## config.mk

```make
export PLATFORM = sky130hd
export DESIGN_NAME = a0_trace_monitor_flat
export DESIGN_NICKNAME = d
export VERILOG_FILES = /design/src/rtl/a0_trace_monitor_if.sv /design/src/rtl/a0_trace_monitor.sv /design/src/flat_wrapper.sv
export SDC_FILE = /design/constraint.sdc
export NUM_CORES = 1
export LEC_CHECK = 0
export CAP_MARGIN = 20
export CORE_UTILIZATION = 36
export CTS_CLUSTER_SIZE = 8
export DETAILED_ROUTE_END_ITERATION = 8
export GPL_TIMING_DRIVEN = 0
export SYNTH_ARGS = -nofsm -noshare
export SYNTH_HDL_FRONTEND = slang
export SYNTH_SLANG_ARGS = --single-unit
```

## constraint.sdc

```tcl
create_clock -name clk -period 8.65 [get_ports clk]
set_input_delay 2.1625 -clock clk [delete_from_list [all_inputs] [get_ports clk]]
set_output_delay 2.1625 -clock clk [all_outputs]
set_load 0.005 [all_outputs]
```

## src/rtl/a0_trace_monitor_if.sv

```systemverilog
// -----------------------------------------------------------------------------
// a0_trace_monitor_if
//
// Purpose:
//   Valid/ready stream that carries buffered a0 trace samples from the trace
//   monitor to the consumer (testbench, trace logger or display driver).
//
// Signals:
//   out_valid  monitor -> consumer  FIFO head holds a sample
//   out_ready  consumer -> monitor  consumer takes the head this cycle
//   out_data   monitor -> consumer  head sample value (DATA_WIDTH)
//   out_stamp  monitor -> consumer  head sample cycle stamp (CNT_WIDTH)
//
// Modports:
//   master  producer side (the trace monitor)
//   slave   consumer side
// -----------------------------------------------------------------------------
interface a0_trace_monitor_if #(
    parameter int DATA_WIDTH = 32,
    parameter int CNT_WIDTH  = 16
);
    logic                  out_valid;
    logic                  out_ready;
    logic [DATA_WIDTH-1:0] out_data;
    logic [CNT_WIDTH-1:0]  out_stamp;

    modport master (
        output out_valid,
        output out_data,
        output out_stamp,
        input  out_ready
    );

    modport slave (
        input  out_valid,
        input  out_data,
        input  out_stamp,
        output out_ready
    );
endinterface : a0_trace_monitor_if

```

## src/rtl/a0_trace_monitor.sv

```systemverilog
// -----------------------------------------------------------------------------
// a0_trace_monitor
//
// Purpose:
//   Receive-side observer of the CPU a0 (x10) result bus. Each enabled cycle
//   it samples a0, tags the sample with a free-running cycle stamp and pushes
//   it into a small first-word-fall-through FIFO. The FIFO drains over a
//   valid/ready stream. The block only observes a0; it never drives the core.
//
// Parameters:
//   DATA_WIDTH  width of a0 and out_data
//   CNT_WIDTH   width of the cycle stamp counter and out_stamp
//   FIFO_DEPTH  number of FIFO entries (power of two, >= 2)
//
// Ports:
//   clk       rising-edge clock, shared with the CPU
//   rst       synchronous active-high reset
//   en        sample enable; the stamp counter advances only while high
//   a0        CPU a0 value
//   trace     stream interface (master): out_valid/out_ready/out_data/out_stamp
//   level     current FIFO occupancy, 0..FIFO_DEPTH
//   overflow  sticky flag: a sample was dropped because the FIFO was full
//
// Build option:
//   A0_TRACE_CHANGE_ONLY_EN  when defined, a sample is pushed only for the
//                            first enabled cycle after reset or when a0
//                            differs from the previously enabled sample.
//                            When undefined every enabled cycle is pushed.
// -----------------------------------------------------------------------------
module a0_trace_monitor #(
    parameter int DATA_WIDTH = 32,
    parameter int CNT_WIDTH  = 16,
    parameter int FIFO_DEPTH = 8
) (
    input  logic                          clk,
    input  logic                          rst,
    input  logic                          en,
    input  logic [DATA_WIDTH-1:0]         a0,
    a0_trace_monitor_if.master            trace,
    output logic [$clog2(FIFO_DEPTH):0]   level,
    output logic                          overflow
);

    localparam int PTR_W = $clog2(FIFO_DEPTH);
    localparam int LVL_W = PTR_W + 1;

    localparam logic [LVL_W-1:0] LEVEL_FULL = LVL_W'(FIFO_DEPTH);

    typedef struct packed {
        logic [DATA_WIDTH-1:0] data;
        logic [CNT_WIDTH-1:0]  stamp;
    } entry_t;

    // -------------------------------------------------------------------------
    // State
    // -------------------------------------------------------------------------
    logic [CNT_WIDTH-1:0]  stamp;
    logic [DATA_WIDTH-1:0] prev_a0;
    logic                  seen_first;

    entry_t                mem [FIFO_DEPTH];
    logic [PTR_W-1:0]      wr_ptr;
    logic [PTR_W-1:0]      rd_ptr;

    // Registered copy of the FIFO head; keeps the last popped entry when the
    // FIFO runs empty so the outputs never show stale memory contents.
    entry_t                head;

    // -------------------------------------------------------------------------
    // Combinational control
    // -------------------------------------------------------------------------
    logic             full;
    logic             empty;
    logic             sample_changed;
    logic             qualifies;
    logic             push_req;
    logic             pop;
    logic             push;
    logic             drop;
    entry_t           new_entry;
    logic [PTR_W-1:0] rd_next;
    logic [LVL_W-1:0] level_next;
    entry_t           head_next;

    assign full  = (level == LEVEL_FULL);
    assign empty = (level == '0);

    assign sample_changed = !seen_first || (a0 != prev_a0);

`ifdef A0_TRACE_CHANGE_ONLY_EN
    assign qualifies = sample_changed;
`else
    assign qualifies = 1'b1;

    // History tracking is kept in both builds so the change-only variant is a
    // pure decode change; this sink only marks the signal as deliberately idle.
    logic unused_change;
    assign unused_change = sample_changed;
`endif

    assign push_req = en && qualifies;

    // A pop needs a valid head; ready on an empty FIFO is ignored.
    assign pop = !empty && trace.out_ready;

    // When full, a push still fits if the head leaves in the same cycle.
    assign push = push_req && (!full || pop);
    assign drop = push_req && full && !pop;

    // The stored stamp is the value before this cycle's increment.
    assign new_entry = '{data: a0, stamp: stamp};

    assign rd_next = pop ? rd_ptr + 1'b1 : rd_ptr;

    // NOTE: every always_comb output gets a default first so no path leaves it
    // unassigned, which would otherwise infer a latch.
    always_comb begin
        level_next = level;
        if (push && !pop) begin
            level_next = level + 1'b1;
        end else if (pop && !push) begin
            level_next = level - 1'b1;
        end
    end

    // Next head: the entry that rd_next will point at. If that slot is the one
    // being written this cycle (FIFO empty after the pop), forward the new
    // sample since memory has not captured it yet. If the FIFO ends up empty,
    // hold the head so the last popped entry stays visible.
    always_comb begin
        head_next = head;
        if (level_next != '0) begin
            if (push && (wr_ptr == rd_next)) begin
                head_next = new_entry;
            end else begin
                head_next = mem[rd_next];
            end
        end
    end

    // -------------------------------------------------------------------------
    // Sample storage
    // -------------------------------------------------------------------------
    // NOTE: the storage array has no reset; the pointers and level define which
    // slots are live, so clearing the array would only cost reset fan-out.
    always_ff @(posedge clk) begin
        if (push) begin
            mem[wr_ptr] <= new_entry;
        end
    end

    // -------------------------------------------------------------------------
    // Control registers
    // -------------------------------------------------------------------------
    // NOTE: sequential state uses non-blocking assignments so every register
    // samples the pre-edge values regardless of statement order.
    always_ff @(posedge clk) begin
        if (rst) begin
            stamp      <= '0;
            prev_a0    <= '0;
            seen_first <= 1'b0;
            wr_ptr     <= '0;
            rd_ptr     <= '0;
            level      <= '0;
            head       <= '0;
            overflow   <= 1'b0;
        end else begin
            // Stamp and change history follow en only, independent of
            // whether the sample was stored, dropped or filtered.
            if (en) begin
                stamp      <= stamp + 1'b1;
                prev_a0    <= a0;
                seen_first <= 1'b1;
            end

            if (push) begin
                wr_ptr <= wr_ptr + 1'b1;
            end
            if (pop) begin
                rd_ptr <= rd_ptr + 1'b1;
            end

            level <= level_next;
            head  <= head_next;

            if (drop) begin
                overflow <= 1'b1;
            end
        end
    end

    // -------------------------------------------------------------------------
    // Stream outputs
    // -------------------------------------------------------------------------
    assign trace.out_valid = !empty;
    assign trace.out_data  = head.data;
    assign trace.out_stamp = head.stamp;

endmodule : a0_trace_monitor

```

## src/flat_wrapper.sv

```systemverilog
// flat-port wrapper written by rule: the top's interface ports become plain ports
module a0_trace_monitor_flat 
#(
    parameter int DATA_WIDTH = 32,
    parameter int CNT_WIDTH  = 16,
    parameter int FIFO_DEPTH = 8
)
  (clk, rst, en, a0, level, overflow, trace_out_valid, trace_out_data, trace_out_stamp, trace_out_ready);
  a0_trace_monitor_if #(.DATA_WIDTH(DATA_WIDTH), .CNT_WIDTH(CNT_WIDTH)) trace_i ();
  input  logic clk;
  input  logic rst;
  input  logic en;
  input  logic [DATA_WIDTH-1:0] a0;
  output logic [$clog2(FIFO_DEPTH):0] level;
  output logic overflow;
  output wire logic [$bits(trace_i.out_valid)-1:0] trace_out_valid;
  output wire logic [$bits(trace_i.out_data)-1:0] trace_out_data;
  output wire logic [$bits(trace_i.out_stamp)-1:0] trace_out_stamp;
  input wire logic [$bits(trace_i.out_ready)-1:0] trace_out_ready;
  assign trace_out_valid = trace_i.out_valid;
  assign trace_out_data = trace_i.out_data;
  assign trace_out_stamp = trace_i.out_stamp;
  assign trace_i.out_ready = trace_out_ready;
  a0_trace_monitor #(.DATA_WIDTH(DATA_WIDTH), .CNT_WIDTH(CNT_WIDTH), .FIFO_DEPTH(FIFO_DEPTH)) u_core (.clk(clk), .rst(rst), .en(en), .a0(a0), .trace(trace_i), .level(level), .overflow(overflow));
endmodule
```

Word level (Yosys, flattened, before mapping)
Memories as Yosys holds them, arrays and structs flattened. A register that Yosys moved wholly into a read port is not among the register bits.
Index checks and enable logic that the tools add are counted.
Storage, ports and cells
  flip-flop bits (word level): 27
  memory bits (writable): 384
  input bits: 36
  word-level logic and storage cells: 30
  memories kept: 1
Memory list
  u_core.mem: words 8, width 48, read ports 1, clocked after memory_dff 1, write ports 1, line a0_trace_monitor.sv:61  | entry_t mem [FIFO_DEPTH];
Cells by class
  add/sub/neg operators: 5
  equality and inequality tests: 1
  mux-type cells: 5
  reductions and logical operators: 13
Operators by type and width (count)
  16-bit by 1-bit adder with 16-bit output, second input constant: 1
  4-bit two-way mux: 2
  3-bit by 1-bit adder with 3-bit output, second input constant: 2
  1-bit logical AND: 6
  4-bit by 1-bit adder with 4-bit output, second input constant: 1
  4-bit equality test, second input constant: 1
  1-bit zero test: 4
  4-bit zero test: 1
  4-bit nonzero test: 1
  4-bit by 1-bit subtractor with 4-bit output, second input constant: 1
  3-bit two-way mux: 1
  1-bit two-way mux: 2
  1-bit logical OR: 1

Logic depth before layout (Yosys ltp)
Gate-level depths: netlist (run 1).
  depth in word-level cells: 10
  depth in mapped cells: 12
  gate-level depth less buffers: 9

Least setup slack after synthesis (run 1)
Ideal clock, no wire load.
  path type: input -> register
  start point: in en
  end point: mem u_core.mem[0][0] (netlist bit), enable pin
  data arrival time: 7.048 ns
  data required time: 8.077 ns
  slack: 1.029 ns
  stages: 3
  path through: buf_2 > nand2_1 > nor4_1
On the way
  cells in the longest elaborated chain, start to end: 3
RTL lines
  from (decl): line flat_wrapper.sv:12  | input logic en;
  1-bit logical AND: line a0_trace_monitor.sv:107  | assign push = push_req && (!full || pop);
  1-bit two-way mux: line a0_trace_monitor.sv:147  | if (push) begin
  1-bit two-way mux (implied by the code): line a0_trace_monitor.sv:148  | mem[wr_ptr] <= new_entry;
  to (decl): line a0_trace_monitor.sv:61
No other way between the ends.

Worst setup path after layout (run 1)
  start point: in trace_out_ready
  end point: reg, netlist name u_core.trace.out_data[12]
On the way
  cells in the longest elaborated chain, start to end: 8
RTL lines
  from (decl): line flat_wrapper.sv:19  | input wire logic [$bits(trace_i.out_ready)-1:0] trace_out_ready;
  1-bit logical AND *: line a0_trace_monitor.sv:104  | assign pop = !empty && trace.out_ready;
  1-bit logical OR: line a0_trace_monitor.sv:107
  1-bit logical AND: line a0_trace_monitor.sv:107
  1-bit zero test: line a0_trace_monitor.sv:121  | end else if (pop && !push) begin
  1-bit logical AND: line a0_trace_monitor.sv:121
  4-bit two-way mux: line a0_trace_monitor.sv:121
  4-bit two-way mux: line a0_trace_monitor.sv:119  | if (push && !pop) begin
  4-bit nonzero test: line a0_trace_monitor.sv:132  | if (level_next != '0) begin
Mark *: on every way between the ends. The rest lies on a longest branch, timed or not.
A chain may end at the register's enable or synchronous reset.

==> run summary, run 1 <==
* fraction of registers with async set/reset: 0
* ports placed on the boundary: 90
* setup repair bufs after CTS: 0
* mean instance size in the synthesized netlist: 14.9 um2
* crit path DAT: 5.76 ns
* Die ar.: 51500 um2
* ratio of total power to cell area: 337 nW/um2
* area of the multi-input gates: 4840 um2
* period utilisation layout: 0.614
* Cell Chain, Critical Path: clkdlybuf4s50_1 > clkbuf_1 > nor2b_1 > a22oi_1 > xnor2_1 > clkbuf_1 > clkbuf_1 > nor3_1 > a311oi_1
* Buf/Inv on CP: 4
* Fin Hold WS: 0.573 ns
* H-tree depth: 3
* largest fanout of any net on the critical path: 10
* later-pin clock latency in the skew report: 0.57 ns
* GPL Wtd Cong: 0.769
* drt pass-1 iters: 5
* cell types with the largest area share after synthesis: sky130_fd_sc_hd__edfxtp_1, sky130_fd_sc_hd__mux2i_1, sky130_fd_sc_hd__dfxtp_1, sky130_fd_sc_hd__a311oi_1, sky130_fd_sc_hd__nand2_1
* first-pass GRT wire length: 72100 um
* via count: 11300
* 1st-iter DRT viols: 861
* clock tree from TritonCTS: done
* critical path class: in -> reg
* Die Width: 227 um
* Final Setup Violations: 0
* estimated wirelength of the detail-placed design: 30200 um
* result of the run: finished clean
* area of the mapped netlist: 18200 um2
* class of the worst hold path: reg -> reg
* cell type contributing the most total cell area after synthesis: sky130_fd_sc_hd__edfxtp_1
* Fin. Hold Viols: 0
* total clock buffers created by CTS: 67
* Max Cap Viol: 0
* slowest CP cell: sky130_fd_sc_hd__clkbuf_1
* routed wire length on met3: 3140 um
* synthesized netlist net count: 1261
* P&R area growth vs syn: 22.9%
* reg2reg start: u_core.level[1]
* die span in y: 227 um
* maximum cell stage delay along the critical path: 0.69 ns
* final antenna diode count: 0
* Worst Setup Start Kind: input pin
* most frequent standard cell in the layout excluding fill and tap cells: sky130_fd_sc_hd__edfxtp_1
* gate family responsible for the most delay along the worst path: buffers and inverters
* PortBufs: 88
* Required @ worst endpoint: 9.10 ns
* commonest cells after routing, fill and taps aside: sky130_fd_sc_hd__edfxtp_1, sky130_fd_sc_hd__mux2i_1, sky130_fd_sc_hd__nand2_1
* Setup crit end kind: flop
* wire length on met1: 21000 um
* area occupied by registers: 13000 um2
* metal2 WL: 23100 um
* transition at the pin with the smallest max-transition slack: 1.03 ns
* Yosys top cell area share: 0.633
* maximum clock insertion buffer count: 3
* number of nets in the final layout: 1457
* number of warnings issued by yosys: 0
* DR vias/cell: 5.31
* RSZ-0062 raised after global routing: false
* final critical path time including I/O delays and setup: 5.31 ns
* worst setup path start: trace_out_ready
* GRT Resource Usage Total: 0.191
* HP Start: u_core.overflow
* antenna-violating nets left: 0
* DRC violation count after routing: 0
* P_leak: 7.51 nW
* Worst path most repeated cell: sky130_fd_sc_hd__clkbuf_1
* Setup Skew: 0.0231 ns
* Syn Inst Count: 1220
* standard cell core area: 50100 um2
* sequential element share of the synthesized area: 0.715
* pins over their slew limit: 0
* largest net degree at the start of global routing: 22
* Avg WL per Cell: 22.6 um
* antenna violations before repair: 2
* library cell used as clock root buffer: sky130_fd_sc_hd__clkbuf_16
* largest vdd supply drop: 0.153 mV
* Setup TNS: 0 ns
* count of hold buffers inserted by post-cts repair: 0
* floorplan row count: 82
* worst slew slack as a fraction of its limit: 0.307
* Starting Density: 0.364
* number of global-route vias before repair: 11500
* clock transition at the registers of the reported paths: 0.05 ns
* share of post-route cells with drive strength above 1: 0.111
* number of sinks on the clock net: 459
* highest attainable clock frequency: 188 MHz
* Post-synth EDFFs: 384
* Top Layer Used: met5
* layout filler cell count: 4497
* Post-CTS Resized: 0
* #FFs+latches synth: 459
* number of distinct standard cells referenced by the synthesized netlist: 50
* post-detailed-routing wire length: 48300 um
* prevailing post-synth register cell: sky130_fd_sc_hd__edfxtp_1
* total congestion overflow after global routing: 0
[synth_stat cells, drive strengths merged, types with 4 or more instances]
cell type / instances
clkbuf: 51
nor2: 29
nor3: 54
ha: 5
edfxtp: 384
dfxtp: 75
buf: 37
nand2: 110
a311oi: 49
a22oi: 49
nor4: 5
nor2b: 10
mux2i: 195
inv: 4
xor2: 12
xnor2: 8
nand4: 52
nand3: 54
[metrics by stage]
stage	area [um2]	total power [mW]	instances	util	setup WS, ns
3_3_place_gp	19900	5.18	1980	0.398	-3.99
4_1_cts	22400	7.60	2135	0.447	3.44
6_report	22400	7.55	2135	0.447	3.34
2_1_floorplan	18200	4.25	1220	-	1.03
5_1_grt	22400	7.88	2135	0.447	3.15
3_5_place_dp	20500	5.21	2019	0.409	2.90
[path summary, 6_finish.rpt]
| kind | slack (ns) | endpoint | depth (start not counted) |
|---|---|---|---|
| worst min register to register | 0.57 | u_core.overflow | 2 |
| worst min-delay path | 0.57 | u_core.overflow | 2 |
| worst max register to register | 4.75 | u_core.trace.out_data[12] | 11 |
| worst max-delay path | 3.34 | u_core.trace.out_data[12] | 9 |
[worst reg2reg max path: cells and delay by family (launching register included)]
family / cells / cell delay, ns
compound gates: 2 / 0.41
xor+xnor: 1 / 0.53
fa+ha+maj: 1 / 0.31
buf+inv: 4 / 1.65
flops: 1 / 0.38
mux: 1 / 0.23
simple gates: 2 / 0.29
[power breakdown]
| part | total, mW | internal [mW] | switching, mW |
|---|---|---|---|
| clock network | 2.37 | 1.47 | 0.899 |
| logic | 2.52 | 0.981 | 1.53 |
| registers | 2.66 | 2.56 | 0.0991 |
| total | 7.55 | 5.01 | 2.53 |
[logic make-up (layout without fill, tap and decap cells)]
group                    count (synthesis)  after routing  share of synthesized area
flip-flops                             459            459                      0.715
buffers and inverters                   92            335                     0.0218
XOR/XNOR                                20             20                    0.00962
AND/OR/NAND/NOR                        332            332                     0.0896
AO/OA/AOI/OAI                          115            115                     0.0519
adder cells (fa/ha/maj)                  5              5                    0.00343
multiplexers                           197            197                      0.108
[flip-flops by register name (all words and copies together), names as in the netlist]
name	flops
u_core.level	4
u_core.overflow	1
u_core.trace.out_stamp	16
u_core.rd_ptr	3
u_core.stamp	16
u_core.trace.out_data	32
u_core.mem	384
u_core.wr_ptr	3
[metal layers]
metal  up-vias  track usage
li1       5158            -
met1      5681        0.252
met2       393        0.317
met3       104       0.0378
met4         4       0.0567
met5         -            0
[final cells by class]
cell class,instances,share of cell area
sequential,459,0.582
inverter,4,0.000671
buffer,88,0.0171
clock inverter,3,0.00112
timing repair buffer,127,0.0607
tap,672,0.0376
clock buffer,113,0.0845
multi-input combinational,669,0.216
Note: power is estimated with default switching activity, not from simulation.
==> inputs of run 2 (changes only) <==
clock period = 4.7 ns   (was 8.65 ns; I/O delays follow)
==> run summary, run 2 (synthesized netlist as in run 1, its figures left out) <==
* layout filler cell count: 4524
* antenna violations before repair: 2
* crit path DAT: 4.69 ns
* DRC violation count after routing: 0
* Cell Chain, Critical Path: clkdlybuf4s50_1 > buf_2 > buf_1 > a22oi_1 > xnor2_1 > clkbuf_1 > clkbuf_1 > nor3_1 > a311oi_1
* Required @ worst endpoint: 5.15 ns
* setup repair bufs after CTS: 0
* Fin Hold WS: 0.599 ns
* slowest CP cell: sky130_fd_sc_hd__clkbuf_1
* pins over their slew limit: 0
* PortBufs: 88
* post-detailed-routing wire length: 47900 um
* post-layout utilization of the core: 0.448
* most frequent standard cell in the layout excluding fill and tap cells: sky130_fd_sc_hd__edfxtp_1
* class of the worst hold path: reg -> reg
* number of sinks on the clock net: 459
* result of the run: finished clean
* Post-CTS Resized: 0
* Buf/Inv on CP: 5
* final std cell area, no fill: 22400 um2
* Fin. Hold Viols: 0
* ports placed on the boundary: 90
* Top Layer Used: met5
* die span in y: 227 um
* period utilisation layout: 0.902
* floorplan row count: 82
* maximum cell stage delay along the critical path: 0.67 ns
* overall power of the completed layout: 14.0 mW
* Max Cap Viol: 0
* Starting Density: 0.364
* first-pass GRT wire length: 71300 um
* DR vias/cell: 5.26
* total congestion overflow after global routing: 0
* Die ar.: 51500 um2
* clock tree from TritonCTS: done
* gate family responsible for the most delay along the worst path: buffers and inverters
* estimated wirelength of the detail-placed design: 30300 um
* GPL Wtd Cong: 0.763
* P_leak: 7.51 nW
* number of nets in the final layout: 1449
* largest vdd supply drop: 0.291 mV
* standard cell core area: 50100 um2
* metal2 WL: 23100 um
* clock transition at the registers of the reported paths: 0.05 ns
* Worst Setup Start Kind: input pin
* 1st-iter DRT viols: 984
* total clock buffers created by CTS: 67
* highest attainable clock frequency: 236 MHz
* via count: 11200
* Setup Skew: 0.0259 ns
* wire length on met1: 21100 um
* number of flip-flops in the largest register: 384
* Worst path most repeated cell: sky130_fd_sc_hd__clkbuf_1
* transition at the pin with the smallest max-transition slack: 0.807 ns
* count of hold buffers inserted by post-cts repair: 0
* P&R area growth vs syn: 23.1%
* register ranked first by flip-flop count: u_core.mem
* Cell Area, Placed: 20500 um2
* ratio of total power to cell area: 623 nW/um2
* RSZ-0062 raised after global routing: false
* GRT Resource Usage Total: 0.188
* largest fanout of any net on the critical path: 10
* largest net degree at the start of global routing: 23
* library cell used as clock root buffer: sky130_fd_sc_hd__clkbuf_16
* non-filler cells, final: 2132
* Setup crit end kind: flop
* antenna-violating nets left: 0
* Avg WL per Cell: 22.5 um
* Placed Instances: 2011
* routed wire length on met3: 2890 um
* drt pass-1 iters: 5
* commonest cells after routing, fill and taps aside: sky130_fd_sc_hd__edfxtp_1, sky130_fd_sc_hd__mux2i_1, sky130_fd_sc_hd__nand2_1
* maximum clock insertion buffer count: 3
* critical path class: in -> reg
* share of post-route cells with drive strength above 1: 0.106
* number of global-route vias before repair: 11300
* Final Setup Violations: 0
* worst slew slack as a fraction of its limit: 0.462
* H-tree depth: 3
* final critical path time including I/O delays and setup: 4.24 ns
* Die Width: 227 um
* later-pin clock latency in the skew report: 0.58 ns
[run 2: worst reg2reg max path: stages (launching register included)]
cell	delay (ns)
sky130_fd_sc_hd__dfxtp_1	0.38
sky130_fd_sc_hd__inv_1	0.11
sky130_fd_sc_hd__ha_1	0.32
sky130_fd_sc_hd__nor2b_1	0.17
sky130_fd_sc_hd__clkbuf_1	0.28
sky130_fd_sc_hd__mux2i_1	0.24
sky130_fd_sc_hd__a22oi_1	0.10
sky130_fd_sc_hd__xnor2_1	0.47
sky130_fd_sc_hd__clkbuf_1	0.67
sky130_fd_sc_hd__clkbuf_1	0.57
sky130_fd_sc_hd__nor3_1	0.13
sky130_fd_sc_hd__a311oi_1	0.32
[run 2: routing by layer]
layer | track usage | vias up
met3 | 0.0346 | 72
met1 | 0.258 | 5618
met4 | 0.0556 | 2
li1 | - | 5143
met5 | 0 | -
met2 | 0.305 | 379
[run 2: metrics by stage]
stage | setup WS (ns) | TNS, ns
after floorplan | -0.666 | -95.83
after global placement | -5.02 | -1350.20
after detailed placement | -0.0216 | -0.0342
after CTS | 0.537 | 0
after global routing | 0.313 | 0
final | 0.459 | 0
[run 2: worst paths after layout]
| path | slack (ns) | startpoint | to | depth (start not counted) |
|---|---|---|---|---|
| max reg2reg | 0.86 | u_core.level[1] | u_core.trace.out_data[13] | 11 |
| min | 0.60 | u_core.overflow | u_core.overflow | 2 |
| max | 0.46 | en | u_core.trace.out_data[13] | 9 |
| min reg2reg | 0.60 | u_core.overflow | u_core.overflow | 2 |
[run 2: power breakdown]
group	internal [mW]	switching (mW)	total, mW
registers	4.71	0.192	4.90
clock network	2.78	1.68	4.46
logic	1.80	2.80	4.60
[run 2: area by class of cell]
type,count,area [um2],area share
clock buffer,117,1910,0.0850
inverter,4,15.0,0.000670
tap,672,841,0.0375
multi-input combinational,669,4850,0.216
buffer,88,382,0.0170
sequential,459,13000,0.581
clock inverter,3,47.5,0.00212
timing repair buffer,119,1340,0.0599
antenna,1,2.50,0.000112
